### src/rtl/fifo_uart_tx_if.sv
// Bundle of FIFO-side and serial-side signals for the FIFO-draining UART transmitter.
`timescale 1ns/1ps
interface fifo_uart_tx_if #(
  parameter int unsigned WIDTH = 8
) ();
  logic             fifo_empty;
  logic [WIDTH-1:0] fifo_dout;
  logic             fifo_rd;
  logic             txd;
  logic             busy;
  logic             done;

  // master: the transmitter itself; slave: the FIFO / line environment around it
  modport master (
    input  fifo_empty, fifo_dout,
    output fifo_rd, txd, busy, done
  );
  modport slave (
    output fifo_empty, fifo_dout,
    input  fifo_rd, txd, busy, done
  );
endinterface

### src/rtl/fifo_uart_tx.sv
// UART transmitter that pops a show-ahead FIFO and sends back-to-back frames:
// start bit, WIDTH data bits LSB first, optional parity, one or two stop bits.
`timescale 1ns/1ps
module fifo_uart_tx #(
  parameter int unsigned CLKS_PER_BIT = 234,
  parameter int unsigned WIDTH        = 8,
  parameter int unsigned PARITY       = 0,  // 0 none, 1 odd, 2 even
  parameter int unsigned STOP_BITS    = 1
) (
  input  logic           clk,
  input  logic           reset,
  fifo_uart_tx_if.master bus
);
  localparam int unsigned CntW = $clog2(CLKS_PER_BIT);
  localparam int unsigned IdxW = (WIDTH > 1) ? $clog2(WIDTH) : 1;

  typedef enum logic [2:0] {StIdle, StStart, StData, StPar, StStop} state_e;

  state_e            state_q, state_d;
  logic [CntW-1:0]   cnt_q, cnt_d;
  logic [IdxW-1:0]   idx_q, idx_d;
  logic [WIDTH-1:0]  shift_q, shift_d, shift_nxt;
  logic              par_q, par_d;
  logic              stop_q, stop_d;
  logic              txd_q, txd_d;
  logic              bit_end, last_stop, load;

  assign bit_end   = (cnt_q == CntW'(CLKS_PER_BIT - 1));
  assign last_stop = (state_q == StStop) && (stop_q == 1'(STOP_BITS - 1)) && bit_end;
  // Reload either from idle or in the final cycle of a frame, so frames abut
  assign load      = !reset && !bus.fifo_empty && ((state_q == StIdle) || last_stop);
  assign shift_nxt = shift_q >> 1;

  assign bus.fifo_rd = load;
  assign bus.txd     = txd_q;
  assign bus.busy    = (state_q != StIdle);
  assign bus.done    = last_stop;

  // Next-state logic: txd_d is the level of the bit that starts on the next edge
  always_comb begin
    state_d = state_q;
    cnt_d   = cnt_q;
    idx_d   = idx_q;
    shift_d = shift_q;
    par_d   = par_q;
    stop_d  = stop_q;
    txd_d   = txd_q;
    if (load) begin
      state_d = StStart;
      cnt_d   = '0;
      idx_d   = '0;
      shift_d = bus.fifo_dout;
      par_d   = 1'b0;
      stop_d  = 1'b0;
      txd_d   = 1'b0;
    end else if (state_q != StIdle) begin
      if (!bit_end) begin
        cnt_d = cnt_q + CntW'(1);
      end else begin
        cnt_d = '0;
        case (state_q)
          StStart: begin
            state_d = StData;
            idx_d   = '0;
            txd_d   = shift_q[0];
          end
          StData: begin
            // par_d accumulates the XOR of all data bits sent so far
            par_d   = par_q ^ shift_q[0];
            shift_d = shift_nxt;
            if (idx_q == IdxW'(WIDTH - 1)) begin
              if (PARITY != 0) begin
                state_d = StPar;
                txd_d   = (par_q ^ shift_q[0]) ^ (PARITY == 1);
              end else begin
                state_d = StStop;
                stop_d  = 1'b0;
                txd_d   = 1'b1;
              end
            end else begin
              idx_d = idx_q + IdxW'(1);
              txd_d = shift_nxt[0];
            end
          end
          StPar: begin
            state_d = StStop;
            stop_d  = 1'b0;
            txd_d   = 1'b1;
          end
          StStop: begin
            if (stop_q == 1'(STOP_BITS - 1)) begin
              state_d = StIdle;
            end else begin
              stop_d = stop_q + 1'b1;
            end
            txd_d = 1'b1;
          end
          default: ;
        endcase
      end
    end
  end

  // State register with synchronous reset back to an idle-high line
  always_ff @(posedge clk) begin
    if (reset) begin
      state_q <= StIdle;
      cnt_q   <= '0;
      idx_q   <= '0;
      shift_q <= '0;
      par_q   <= 1'b0;
      stop_q  <= 1'b0;
      txd_q   <= 1'b1;
    end else begin
      state_q <= state_d;
      cnt_q   <= cnt_d;
      idx_q   <= idx_d;
      shift_q <= shift_d;
      par_q   <= par_d;
      stop_q  <= stop_d;
      txd_q   <= txd_d;
    end
  end
endmodule

### src/flat_wrapper.sv
// flat-port wrapper written by rule: the top's interface ports become plain ports
module fifo_uart_tx_flat 
#(
  parameter int unsigned CLKS_PER_BIT = 234,
  parameter int unsigned WIDTH        = 8,
  parameter int unsigned PARITY       = 0,                          
  parameter int unsigned STOP_BITS    = 1
)
  (clk, reset, bus_fifo_empty, bus_fifo_dout, bus_fifo_rd, bus_txd, bus_busy, bus_done);
  fifo_uart_tx_if #(.WIDTH(WIDTH)) bus_i ();
  input  logic clk;
  input  logic reset;
  input wire logic [$bits(bus_i.fifo_empty)-1:0] bus_fifo_empty;
  input wire logic [$bits(bus_i.fifo_dout)-1:0] bus_fifo_dout;
  output wire logic [$bits(bus_i.fifo_rd)-1:0] bus_fifo_rd;
  output wire logic [$bits(bus_i.txd)-1:0] bus_txd;
  output wire logic [$bits(bus_i.busy)-1:0] bus_busy;
  output wire logic [$bits(bus_i.done)-1:0] bus_done;
  assign bus_i.fifo_empty = bus_fifo_empty;
  assign bus_i.fifo_dout = bus_fifo_dout;
  assign bus_fifo_rd = bus_i.fifo_rd;
  assign bus_txd = bus_i.txd;
  assign bus_busy = bus_i.busy;
  assign bus_done = bus_i.done;
  fifo_uart_tx #(.CLKS_PER_BIT(CLKS_PER_BIT), .WIDTH(WIDTH), .PARITY(PARITY), .STOP_BITS(STOP_BITS)) u_core (.clk(clk), .reset(reset), .bus(bus_i));
endmodule
### config.mk
export PLATFORM = sky130hd
export DESIGN_NAME = fifo_uart_tx_flat
export DESIGN_NICKNAME = d
export VERILOG_FILES = /design/src/rtl/fifo_uart_tx_if.sv /design/src/rtl/fifo_uart_tx.sv /design/src/flat_wrapper.sv
export SDC_FILE = /design/constraint.sdc
export NUM_CORES = 1
export LEC_CHECK = 0
export BUFFER_PORTS_ARGS = -buffer_cell sky130_fd_sc_hd__buf_4
export CAP_MARGIN = 20
export CELL_PAD_IN_SITES_DETAIL_PLACEMENT = 0
export CELL_PAD_IN_SITES_GLOBAL_PLACEMENT = 2
export CORE_AREA = 2 2 65 67
export CTS_CLUSTER_DIAMETER = 80
export DETAILED_ROUTE_END_ITERATION = 7
export DIE_AREA = 0 0 67 69
export GPL_TIMING_DRIVEN = 0
export HOLD_SLACK_MARGIN = 0.03
export PLACE_DENSITY = 0.75
export SLEW_MARGIN = 25
export SYNTH_ARGS = -nofsm -noshare
export SYNTH_HDL_FRONTEND = slang
export SYNTH_SLANG_ARGS = --single-unit
export TNS_END_PERCENT = 50
### constraint.sdc
create_clock -name clk -period 2.6 [get_ports clk]
set_input_delay 0.52 -clock clk [delete_from_list [all_inputs] [get_ports clk]]
set_output_delay 0.52 -clock clk [all_outputs]
set_load 0.02 [all_outputs]
== Word level (Yosys, flattened, before mapping) ==
Cells that the tools add are included.

* Register bits after elaboration: 24
* Input port bits: 11
* Output and inout bits: 4
* Word-level logic and storage cells: 68

* $add $sub $neg: 3
* Equality and inequality tests: 11
* Muxes and demuxes: 21
* Bitwise operators: 1
* Reduce and logical (&&, ||, !) cells: 25

{| class="wikitable"
|+ Operator list
! operator !! count
|-
| $mux 8 || 5
|-
| $pmux 3 s4 || 1
|-
| $reduce_and 5->1 || 2
|-
| $mux 1 || 9
|-
| $mux 3 || 3
|-
| $add 8x1->8 const B || 1
|-
| $eq 8x8->1 const B || 1
|-
| $reduce_and 4->1 || 2
|-
| $reduce_bool 2->1 || 4
|-
| $reduce_bool 4->1 || 2
|-
| $eq 3x2->1 const B || 2
|-
| $eq 3x3->1 const B || 2
|-
| $pmux 1 s3 || 2
|-
| $pmux 3 s2 || 1
|-
| $reduce_and 3->1 || 2
|-
| $reduce_bool 3->1 || 2
|-
| $reduce_bool 5->1 || 1
|-
| $logic_and 1x1->1 || 4
|-
| $ne 2x2->1 const B || 2
|-
| $reduce_or 2->1 || 2
|-
| $add 3x1->3 const B || 1
|-
| $eq 3x1->1 const B || 1
|-
| $logic_not 3->1 || 1
|-
| $ne 3x2->1 const B || 1
|-
| other kinds (6) || 7
|}

== Depth between registers and ports, before layout ==
Gate-level depths: netlist of the first run.

* Word-level depth: 7
* Depth in mapped cells: 9
* Depth with buffers taken out: 7

== Least setup slack after synthesis of the first run ==
OpenSTA, ideal clock, no wires.

* Kind: register to output
* Start: register u_core.cnt_q[0]
* End: output port bus_done
* Arrival time: 1.684 ns
* Required time: 2.080 ns
* Setup slack: 0.396 ns
* Cell stages (with the launch flop): 6
* Buffers on the path: 1
* Cells stage by stage: dfxtp_1 -> ha_1 -> and4b_1 -> clkbuf_1 -> nand2_1 -> nor4_1

* Longest elaborated chain between the ends: 2

{| class="wikitable"
|+ RTL lines
! item !! RTL line !! RTL
|-
| start, declared || fifo_uart_tx.sv:20 || <nowiki>logic [CntW-1:0] cnt_q, cnt_d;</nowiki>
|-
| start signal, assigned || fifo_uart_tx.sv:116 || <nowiki>cnt_q <= cnt_d;</nowiki>
|-
| $eq 8x8->1 || fifo_uart_tx.sv:28 || <nowiki>assign bit_end = (cnt_q == CntW'(CLKS_PER_BIT - 1));</nowiki>
|-
| $logic_and 1x1->1 || fifo_uart_tx.sv:29 || <nowiki>assign last_stop = (state_q == StStop) && (stop_q == 1'(STOP_BITS - 1)) && bit_end;</nowiki>
|-
| end, declared || flat_wrapper.sv:18 || <nowiki>output wire logic [$bits(bus_i.done)-1:0] bus_done;</nowiki>
|}

Every way passes these cells.

== Final worst setup path of the first run ==
* Start: register u_core.state_q[1]
* End: output port bus_fifo_rd

* Longest elaborated chain between the ends: 5
* Elaborated cells on any way between the ends: 6
* Classes of those cells: eq/ne (1); reduce/logical (5)

{| class="wikitable"
|+ RTL lines
! item !! RTL line !! RTL
|-
| start, declared || fifo_uart_tx.sv:19 || <nowiki>state_e state_q, state_d;</nowiki>
|-
| start signal, assigned || fifo_uart_tx.sv:107 || <nowiki>state_q <= StIdle;</nowiki>
|-
| start signal, assigned || fifo_uart_tx.sv:115 || <nowiki>state_q <= state_d;</nowiki>
|-
| $eq 3x3->1 || fifo_uart_tx.sv:29 ||
|-
| $logic_and 1x1->1 (2 in series) || fifo_uart_tx.sv:29 ||
|-
| $logic_or 1x1->1 * || fifo_uart_tx.sv:31 || <nowiki>assign load = !reset && !bus.fifo_empty && ((state_q == StIdle) || last_stop);</nowiki>
|-
| $logic_and 1x1->1 * || fifo_uart_tx.sv:31 ||
|-
| end, declared || flat_wrapper.sv:15 || <nowiki>output wire logic [$bits(bus_i.fifo_rd)-1:0] bus_fifo_rd;</nowiki>
|}

Every way passes the cells marked *; elsewhere a longest branch is shown, timed or not.

==> metrics.md, run 1 <==
| Metric | Value |
|---|---|
| Run status | finished, final reports clean |
| WL final | 2.91 mm |
| Flop pwr share | 0.539 |
| Die X-Extent | 67 um |
| Net Sw Power | approximately 0.18 mW |
| Maximum number of pins on one net before global-route repair | 13 |
| Cells after Synth | 151 |
| Final Max Slew Viols | 0 |
| Clock share of power | 0.319 |
| GRT Total Usage | 0.138 |
| RSZ-0062 raised after global routing | false |
| Nets | between 150 and 200 |
| Clock sinks | 23 |
| Clk_lat worst skew | 260 ps |
| Combinational fraction of design power | 0.142 |
| Fin Setup TNS | 0 ps |
| Area Overhead vs Synth | 16.2% |
| Crit. End Element | primary output |
| Most common library cell in the layout ignoring fill and taps | dfxtp_1 |
| Number of synthesized register bits | 23 |
| Post-CTS Hold Fix Bufs | 0 |
| CTS tree | built |
| Placed insts | between 200 and 250 |
| Ys Warns | 0 |
| GRT Residual Overflow | 0 |
| Dpl hpwl | about 2.2 mm |
| Fin. Hold Viols | 0 |
| Fraction of layout cells with a size suffix above 1 | 0.208 |
| Register area share after synthesis | 0.355 |
| Core Footprint | 3910 um^2 |
| Hold Slack | 480 ps |
| Syn_area_per_cell | 8.59 um^2 |
| Number of CTS-inserted buffers | 3 |
| Root Buffer | clkbuf_8 |
| Die span in y | between 60 and 70 um |
| Initial antenna violation count | 0 |
| Post-detailed-route count of antenna-violating nets | 0 |
| Clock period minus final worst setup slack | 2530 ps |
| Vias post-DR | 1133 |
| Vias in the first global route | 1062 |
| Initial Util | 0.332 |
| Worst path required time | roughly 2100 ps |
| Hold Path Class | reg -> reg |
| IO Port Bufs | 14 |
| H-tree levels | 1 |
| Slew headroom | 0.534 |
| Static Leakage | 0.538 nW |
| First-pass GRT wire length | 5.09 mm |
| Period utilization | 0.971 |
| Row cnt | 23 |
| Max cap viols | 0 |
| Async SR Flop Fraction | 0 |
| Longest Clk Path Bufs | 2 |
| Critical Path Fanout Max | 10 |
| 1st-iter DRT viols | 43 |
| Synth cell types | between 40 and 50 |
| Pwr Density | 467 nW/um^2 |
| Switching share of total power | 0.259 |
| Layout Skew | 2.81 ps |
| GP Congestion | 0.757 |
| Final Core Density | 0.385 |
| DRC | 0 |
| Drt via density | 5.20 |
| Antenna diodes | 0 |
| Mapped cell area | 1300 um^2 |
| Syn Nets | about 170 |
| Int Power | around 0.52 mW |
| Slew @ Worst Pin | 692 ps |
| Post-synth top flop | dfxtp_1 |
| Worst setup SP type | register |
| Drt pass-1 iters | 4 |
| Critical path arrival | 2010 ps |
| DR WL/cell | 13.3 um |
| Reg clk slew, reported paths | 80 ps |
| Ports | 15 |
| Final setup fails | 0 |
| Post-synth EDFFs | 0 |
| Fmax | 0.396 GHz |
| Finished Layout Cells | 218 |
| Die Footprint | 4620 um^2 |
| Commonest non-fill, non-tap cells in the layout | dfxtp_1, nand2_1, buf_4, nor2_1 |
| WS Path Type | reg -> out |
| Max VDD drop | between 0.15 and 0.2 mV |
cell usage after synthesis, drive strengths merged, types with 2 or more instances:
master | count | area share
or4 | 2 | 0.012
nor2 | 12 | 0.035
xor2 | 2 | 0.014
or2 | 2 | 0.0096
or3b | 3 | 0.020
buf | 6 | 0.032
nand3 | 5 | 0.019
ha | 4 | 0.039
dfxtp | 23 | 0.35
nor3 | 8 | 0.031
nand2b | 6 | 0.029
o21ai | 3 | 0.012
o211ai | 2 | 0.012
nand4 | 3 | 0.014
xnor2 | 4 | 0.027
a21oi | 7 | 0.027
a311oi | 7 | 0.081
inv | 9 | 0.026
a211oi | 3 | 0.017
a41oi | 2 | 0.014
clkbuf | 5 | 0.014
nand2 | 18 | 0.052
cell type report:
type | count | area (um^2)
Buffer | 10 | 56.3
Clock buffer | 4 | 45.0
Fill cell | 425 | 2410
Inverter | 9 | 33.8
Multi-Input combinational cell | 108 | 744
Sequential cell | 23 | 460
Tap cell | 50 | 62.6
Timing Repair Buffer | 14 | 105
repair_timing:
item / CTS / global route
buffers inserted: 0 / 0
endpoints found under the setup margin: 1 / 1
resized for setup: 0 / 1
pin swaps: 0 / 0
critical path, cell delays in order, from the launching register on:
cell and delay (ps):
dfxtp_1 330, buf_6 140, or4_1 500, buf_2 190, or2_0 230, buf_6 160
inv_2 60, buf_4 130
power groups by stage:
stage | combinational [mW] | clock, mW | sequential (mW)
after floorplan | 0.0678 | 0 | 0.385
after detailed placement | 0.101 | 0 | 0.387
after global placement | 0.0999 | 0 | 0.387
after CTS | 0.101 | 0.235 | 0.379
after global routing | 0.110 | 0.250 | 0.382
final | 0.0999 | 0.225 | 0.379
logic make-up after synthesis:
kind of cell	after synthesis	synth area share
AND/OR/NAND/NOR	66	0.266
AO/OA/AOI/OAI	32	0.228
flip-flops	23	0.355
buffers and inverters	20	0.0723
XOR/XNOR	6	0.0405
adder cells (fa/ha/maj)	4	0.0386
layer usage:
metal,track usage,vias up,part of all wire
met4,0.0476,0,0.0072
met1,0.209,533,0.53
met2,0.196,18,0.43
met5,0,-,0
met3,0.0228,2,0.033
li1,-,580,-
registers in the layout (all words and copies together) (netlist names):
register        flops
u_core.bus.txd      1
u_core.cnt_q        8
u_core.idx_q        3
u_core.shift_q      8
u_core.state_q      3
stage by stage:
stage                     cell area (um^2)  worst slack, ps  power, mW
after floorplan                       1300              396      0.453
after global placement                1470              216      0.487
after detailed placement              1470              211      0.488
after CTS                             1510             61.5      0.715
after global routing                  1510             4.71      0.741
final                                 1510             74.8      0.704
worst paths after layout:
kind         cells after the start           endpoint  slack (ps)               from
min reg2reg                      2    u_core.idx_q[2]         480    u_core.idx_q[2]
max reg2reg                      6  u_core.state_q[2]         480    u_core.cnt_q[0]
max                              7        bus_fifo_rd          70  u_core.state_q[1]
min                              2    u_core.idx_q[2]         480    u_core.idx_q[2]
(Power assumes the default switching activity.)
==> inputs of run 2 (changes only) <==
- clock period: 2.6 -> 2.4 ns (I/O delays scaled with it)
==> run 2 against run 1 <==
First-iteration DRC count increased by 9.3%. Routed wire length increased by 0.31%. Cell area increased by 1.4%. Critical path depth decreased by 1. Setup slack improved by 13 ps. Hold slack about the same. Die area unchanged. Largest cell class unchanged. Sequential share of layout area decreased by 0.18 points. Clock skew decreased by 1.6 ps. Via count increased by 0.79%. Combinational power increased by 15%. Power increased by 9.4%.
==> metrics.md, run 2 (synthesis gave the netlist of run 1 again) <==
| Metric | Value |
|---|---|
| CTS tree | built |
| Min-delay src | u_core.idx_q[2] |
| Nets | 185 (+0.54%) |
| Drt via density | 5.21 (+0.33%) |
| Hold path depth | 2 (unchanged) |
| Antenna diodes | 0 (unchanged) |
| Critical path arrival | 1830 ps (-180 ps) |
| Filler cell count | 422 (-0.71%) |
| Maximum number of pins on one net before global-route repair | 13 (unchanged) |
| Initial antenna violation count | 0 (unchanged) |
| Worst path required time | 1920 ps (-160 ps) |
| Root Buffer | clkbuf_8 |
| Clock period minus final worst setup slack | 2310 ps |
| Worst setup SP type | register |
| Overall power | 0.770 mW (+9.4%) |
| Slew @ Worst Pin | 692 ps (-0.346 ps) |
| Die span in y | 69 um (unchanged) |
| Final setup fails | 0 (unchanged) |
| Slack of the worst reg-to-reg path | 340 ps (-140 ps) |
| Vias post-DR | 1142 (+0.79%) |
| DR WL/cell | 13.3 um (-0.15%) |
| Dpl hpwl | 2.16 mm (unchanged) |
| RSZ-0062 raised after global routing | false |
| First-pass GRT wire length | 5.11 mm (+0.53%) |
| Hold Path End | u_core.idx_q[2] |
| Drt pass-1 iters | 4 (unchanged) |
| Worst Reg2Reg Path Length in Cells | 6 (unchanged) |
| Clk_lat worst skew | 260 ps (about the same) |
| Fin Setup TNS | 0 ps (unchanged) |
| Number of CTS-inserted buffers | 3 (unchanged) |
| Die X-Extent | 67 um (unchanged) |
| Initial Util | 0.332 (unchanged) |
| Max cap viols | 0 (unchanged) |
| Pwr Density | 504 nW/um^2 (+7.9%) |
| Period utilization | 0.964 |
| GRT Residual Overflow | 0 (unchanged) |
| Max VDD drop | 0.202 mV (+8.7%) |
| DRC | 0 (unchanged) |
| WS Path Type | reg -> out |
| Die Footprint | 4620 um^2 (unchanged) |
| Final Max Slew Viols | 0 (unchanged) |
| H-tree levels | 1 (unchanged) |
| Slew headroom | 0.534 (about the same) |
| Core Footprint | 3910 um^2 (unchanged) |
| GP Congestion | 0.757 (unchanged) |
| GRT Total Usage | 0.139 (+0.000661) |
| Longest Clk Path Bufs | 2 (unchanged) |
| Post-CTS Hold Fix Bufs | 0 (unchanged) |
| Row cnt | 23 (unchanged) |
| Vias in the first global route | 1068 (+0.56%) |
| Largest registers | u_core.cnt_q (8), u_core.shift_q (8) |
| WL final | 2.92 mm (+0.31%) |
| Fin. Hold Viols | 0 (unchanged) |
| 1st-iter DRT viols | 47 (+9.3%) |
| Ports | 15 (unchanged) |
| Layout Skew | 1.26 ps (-1.55 ps) |
| R2r endpoint | u_core.state_q[2] |
| Fraction of layout cells with a size suffix above 1 | 0.237 (+0.0284) |
| Run status | finished, final reports clean |
| Area Overhead vs Synth | 17.8% |
| Worst Setup SP | u_core.state_q[1] |
| Post-detailed-route count of antenna-violating nets | 0 (unchanged) |
| Commonest non-fill, non-tap cells in the layout | dfxtp_1, nand2_1, buf_4, nor2_1 |
| Crit. End Element | primary output |
| Hold Path Class | reg -> reg |
| Most common library cell in the layout ignoring fill and taps | dfxtp_1 |
| Critical Path Fanout Max | 11 (+1) |
| Static Leakage | 0.547 nW (+1.7%) |
| Fmax | 0.432 GHz |
| Reg clk slew, reported paths | 80 ps (about the same) |
| Clock sinks | 23 (unchanged) |
| IO Port Bufs | 14 (unchanged) |
| Crit Reg-Reg Startpoint | u_core.cnt_q[0] |
run 2: changes by cell type in the layout (fill, tap and decap cells not counted), sizes merged:
| cell | before | now |
|---|---|---|
| buf | 20 | 21 |
run 2: power by group:
group          total, mW  switching, mW  internal (mW)
clock              0.243          0.124          0.118
sequential         0.412         0.0140          0.398
combinational      0.115         0.0603         0.0551
run 2: worst max-delay path: stages, from the launching register on:
cell     delay, ps
dfxtp_2        380
or4_4          540
buf_6          130
or2_0          230
buf_6          130
inv_2           60
buf_6          110
run 2: layer usage:
metal  vias up  part of all wire  track usage
li1        583                 -            -
met1       535              0.53        0.212
met4         0            0.0072       0.0476
met2        22              0.42        0.195
met5         -                 0            0
met3         2             0.039       0.0228
run 2: area by class of cell:
class | instances | area [um^2] | area share
multi-input combinational | 108 | 748 | 0.489
clock buffer | 4 | 45.0 | 0.0295
buffer | 9 | 51.3 | 0.0336
timing repair buffer | 16 | 124 | 0.0810
sequential | 23 | 464 | 0.304
tap | 50 | 62.6 | 0.0409
inverter | 9 | 33.8 | 0.0221
run 2: stage by stage:
step / utilization / setup WS, ps / cells / area [um^2] / hold slack, ps
after floorplan: - / 236 / 151 / 1300 / 450
after global placement: 0.374 / 95.9 / 215 / 1470 / 459
after detailed placement: 0.374 / 91.5 / 215 / 1470 / 470
after CTS: 0.391 / 8.18 / 220 / 1530 / 482
after global routing: 0.391 / 7.41 / 219 / 1530 / 520
final: 0.391 / 87.5 / 219 / 1530 / 480
run 2: how the worst max path moves through the flow:
stage                   to
5_1_grt        bus_fifo_rd
2_1_floorplan     bus_done
4_1_cts        bus_fifo_rd
3_5_place_dp   bus_fifo_rd
6_report       bus_fifo_rd
3_3_place_gp   bus_fifo_rd
run 2: repair_timing:
action	CTS	global route
setup buffers	2	0
setup endpoints to repair	2	2
pin swaps	0	1
endpoints found under the hold margin	0	0
resized for setup	3	5
==> inputs of run 3 (changes only) <==
- BUFFER_PORTS_ARGS: -buffer_cell sky130_fd_sc_hd__buf_4 -> not set
- CORE_AREA: 2 2 65 67 -> 2 2 63 65
- DIE_AREA: 0 0 67 69 -> 0 0 65 67
- DONT_BUFFER_PORTS: not set -> 1
- PLACE_DENSITY: 0.75 -> 0.74
==> run 3 against run 2 <==
Sequential share of layout area increased by 0.91 points. Critical path depth unchanged. Hold slack worse by 38 ps. Via count shrank 2.4%. Cell count is 5.0% lower. Maximum frequency down 0.44%. Global-route usage rose by 2.3 points. Largest power group unchanged. Highest routed layer unchanged.
==> metrics.md, run 3 (synthesis gave the netlist of run 1 again) <==
| Metric | Value |
|---|---|
| Run status | finished, final reports clean |
| WL final | 3.06 mm (+4.8%) |
| Critical path, cell by cell | buf_6 > or4_4 > buf_6 > or2_0 > buf_6 > inv_4 |
| Flop pwr share | 0.540 (+0.005) |
| Fmax | 0.431 GHz (-0.44%) |
| Fin. Hold Viols | 0 (unchanged) |
| Min-delay src | bus_fifo_dout[7] |
| Final Max Slew Viols | 0 (unchanged) |
| Slew headroom | 0.540 (+0.00574) |
| Commonest non-fill, non-tap cells in the layout | dfxtp_1, nand2_1, nor2_1, inv_1, nor3_1 |
| Final Core Density | 0.408 (+0.0177) |
| Critical Path Fanout Max | 10 (-1) |
| DRC | 0 (unchanged) |
| Root Buffer | clkbuf_8 |
| Hold path depth | 2 (unchanged) |
| Number of CTS-inserted buffers | 3 (unchanged) |
| Largest registers | u_core.cnt_q (8), u_core.shift_q (8) |
| Ports | 15 (unchanged) |
| Crit Reg-Reg Startpoint | u_core.cnt_q[0] |
| Delay-heaviest family, CP | simple AND/OR/NAND/NOR gates |
| Pwr Density | 519 nW/um^2 (+3.0%) |
| 1st-iter DRT viols | 53 (+13%) |
| Hold Path Class | in -> reg |
| CTS tree | built |
| Antenna diodes | 0 (unchanged) |
| Busiest grt layer | met2 |
| Vias post-DR | 1115 (-2.4%) |
| R2r endpoint | u_core.state_q[1] |
| GRT Total Usage | 0.162 (+0.0229) |
| Most common library cell in the layout ignoring fill and taps | dfxtp_1 |
| Fraction of layout cells with a size suffix above 1 | 0.181 (-0.0554) |
| RSZ-0062 raised after global routing | false |
| Crit. End Element | primary output |
| DR WL/cell | 14.7 um (+10%) |
| Initial antenna violation count | 0 (unchanged) |
| Clock sinks | 23 (unchanged) |
| Slack of the worst reg-to-reg path | 290 ps (-50 ps) |
| WS Path Type | reg -> out |
| GRT Residual Overflow | 0 (unchanged) |
| GP Congestion | 0.759 (+0.36%) |
| Nets | 176 (-4.9%) |
| Met1 Use GR | 0.218 (+0.00628) |
| Die span in y | 67 um (-2.9%) |
| IO Port Bufs | 0 (-14) |
| Final setup fails | 0 (unchanged) |
| Maximum number of pins on one net before global-route repair | 13 (unchanged) |
| First-pass GRT wire length | 5.39 mm (+5.4%) |
| Static Leakage | 0.501 nW (-8.5%) |
| Layout Skew | 1.78 ps (+0.517 ps) |
| Longest Clk Path Bufs | 2 (unchanged) |
| Core Footprint | 3610 um^2 (-7.9%) |
| Finished Layout Cells | 208 (-5.0%) |
| Critical path arrival | 1840 ps (about the same) |
| Worst path required time | 1920 ps (about the same) |
| Clk_lat worst skew | 270 ps (about the same) |
| Worst Reg2Reg Path Length in Cells | 6 (unchanged) |
| Period utilization | 0.968 (+0.00423) |
| Switching share of total power | 0.266 (+0.00816) |
| H-tree levels | 1 (unchanged) |
| Placed insts | 199 (-7.4%) |
| Area Overhead vs Synth | 13.5% |
| Slew @ Worst Pin | 683 ps (-8.52 ps) |
| Clock period minus final worst setup slack | 2320 ps (+10.2 ps) |
| Drt pass-1 iters | 4 (unchanged) |
| Row cnt | 22 (-4.3%) |
| Hold Path End | u_core.shift_q[7] |
| Crit-path slowest cell | or4_4 |
| CP Buf/Inv Count | 4 (unchanged) |
| Max cap viols | 0 (unchanged) |
| Most repeated library cell on the critical path | buf_6 |
| Crit-path max cell delay | 530 ps (about the same) |
| Post-CTS Hold Fix Bufs | 0 (unchanged) |
| Global routing usage on met2 | 0.262 (+0.0669) |
| Initial Util | 0.360 (+0.0283) |
| Vias in the first global route | 1084 (+1.5%) |
| Clock share of power | 0.325 (+0.010) |
| Drt via density | 5.36 (+2.8%) |
| Die X-Extent | 65 um (-3.0%) |
| Reg clk slew, reported paths | 80 ps (about the same) |
| Dpl hpwl | 2.13 mm (-1.2%) |
| GRT met3 Usage | 0.0253 (+0.00250) |
| Combinational fraction of design power | 0.135 (-0.015) |
| Max VDD drop | 0.270 mV (+34%) |
| Worst setup SP type | register |
| Int Power | 0.561 mW (-1.9%) |
| Post-detailed-route count of antenna-violating nets | 0 (unchanged) |
| Die Footprint | 4360 um^2 (-5.8%) |
| Net Sw Power | 0.203 mW (+2.3%) |
==> run 3: repair_timing <==
item | in CTS | in global routing
pin swaps | 0 | 0
endpoints found under the setup margin | 2 | 2
cloned | 0 | 0
gates resized for setup | 3 | 4
endpoints found under the hold margin | 0 | 0
buffers inserted | 0 | 6
==> run 3: power by group through the flow <==
stage / Clock [mW] / Sequential [mW] / Combinational, mW
6_report: 0.248 / 0.413 / 0.103
5_1_grt: 0.274 / 0.415 / 0.115
4_1_cts: 0.256 / 0.412 / 0.0911
3_5_place_dp: 0 / 0.421 / 0.0888
3_3_place_gp: 0 / 0.421 / 0.0881
2_1_floorplan: 0 / 0.417 / 0.0735
==> run 3: area by class of cell <==
class                           count  area [um^2]
Sequential cell                    23          460
Buffer                             10         62.6
Tap cell                           48         60.1
Multi-Input combinational cell    108          763
Fill cell                         376         2130
Timing Repair Buffer                6         45.0
Inverter                            9         36.3
Clock buffer                        4         45.0
==> run 3: per-layer routing <==
layer	vias up	part of all wire
li1	565	-
met1	523	0.50
met2	20	0.46
met3	7	0.027
met4	0	0.017
met5	-	0
==> run 3: worst max-delay path by stage <==
stage | from | end | slack [ps] | cells after the start
floorplan | u_core.cnt_q[0] | bus_done | 240 | 5
global placement | u_core.cnt_q[0] | bus_done | -20 | 5
detailed placement | u_core.cnt_q[0] | bus_done | -50 | 5
CTS | u_core.state_q[1] | bus_fifo_rd | 3 | 6
global route | u_core.state_q[1] | bus_fifo_rd | 0.3 | 6
finish | u_core.state_q[1] | bus_fifo_rd | 80 | 6
==> run 3: through the flow <==
step	area, um^2	setup TNS (ps)	power, mW	setup slack, ps	hold slack (ps)
after CTS	1410	0	0.760	3.05	438
after floorplan	1300	0	0.491	236	450
after global routing	1470	0	0.804	0.336	452
final	1470	0	0.764	77.3	441
after detailed placement	1360	-48.5	0.510	-48.5	471
after global placement	1360	-15.1	0.509	-15.1	459
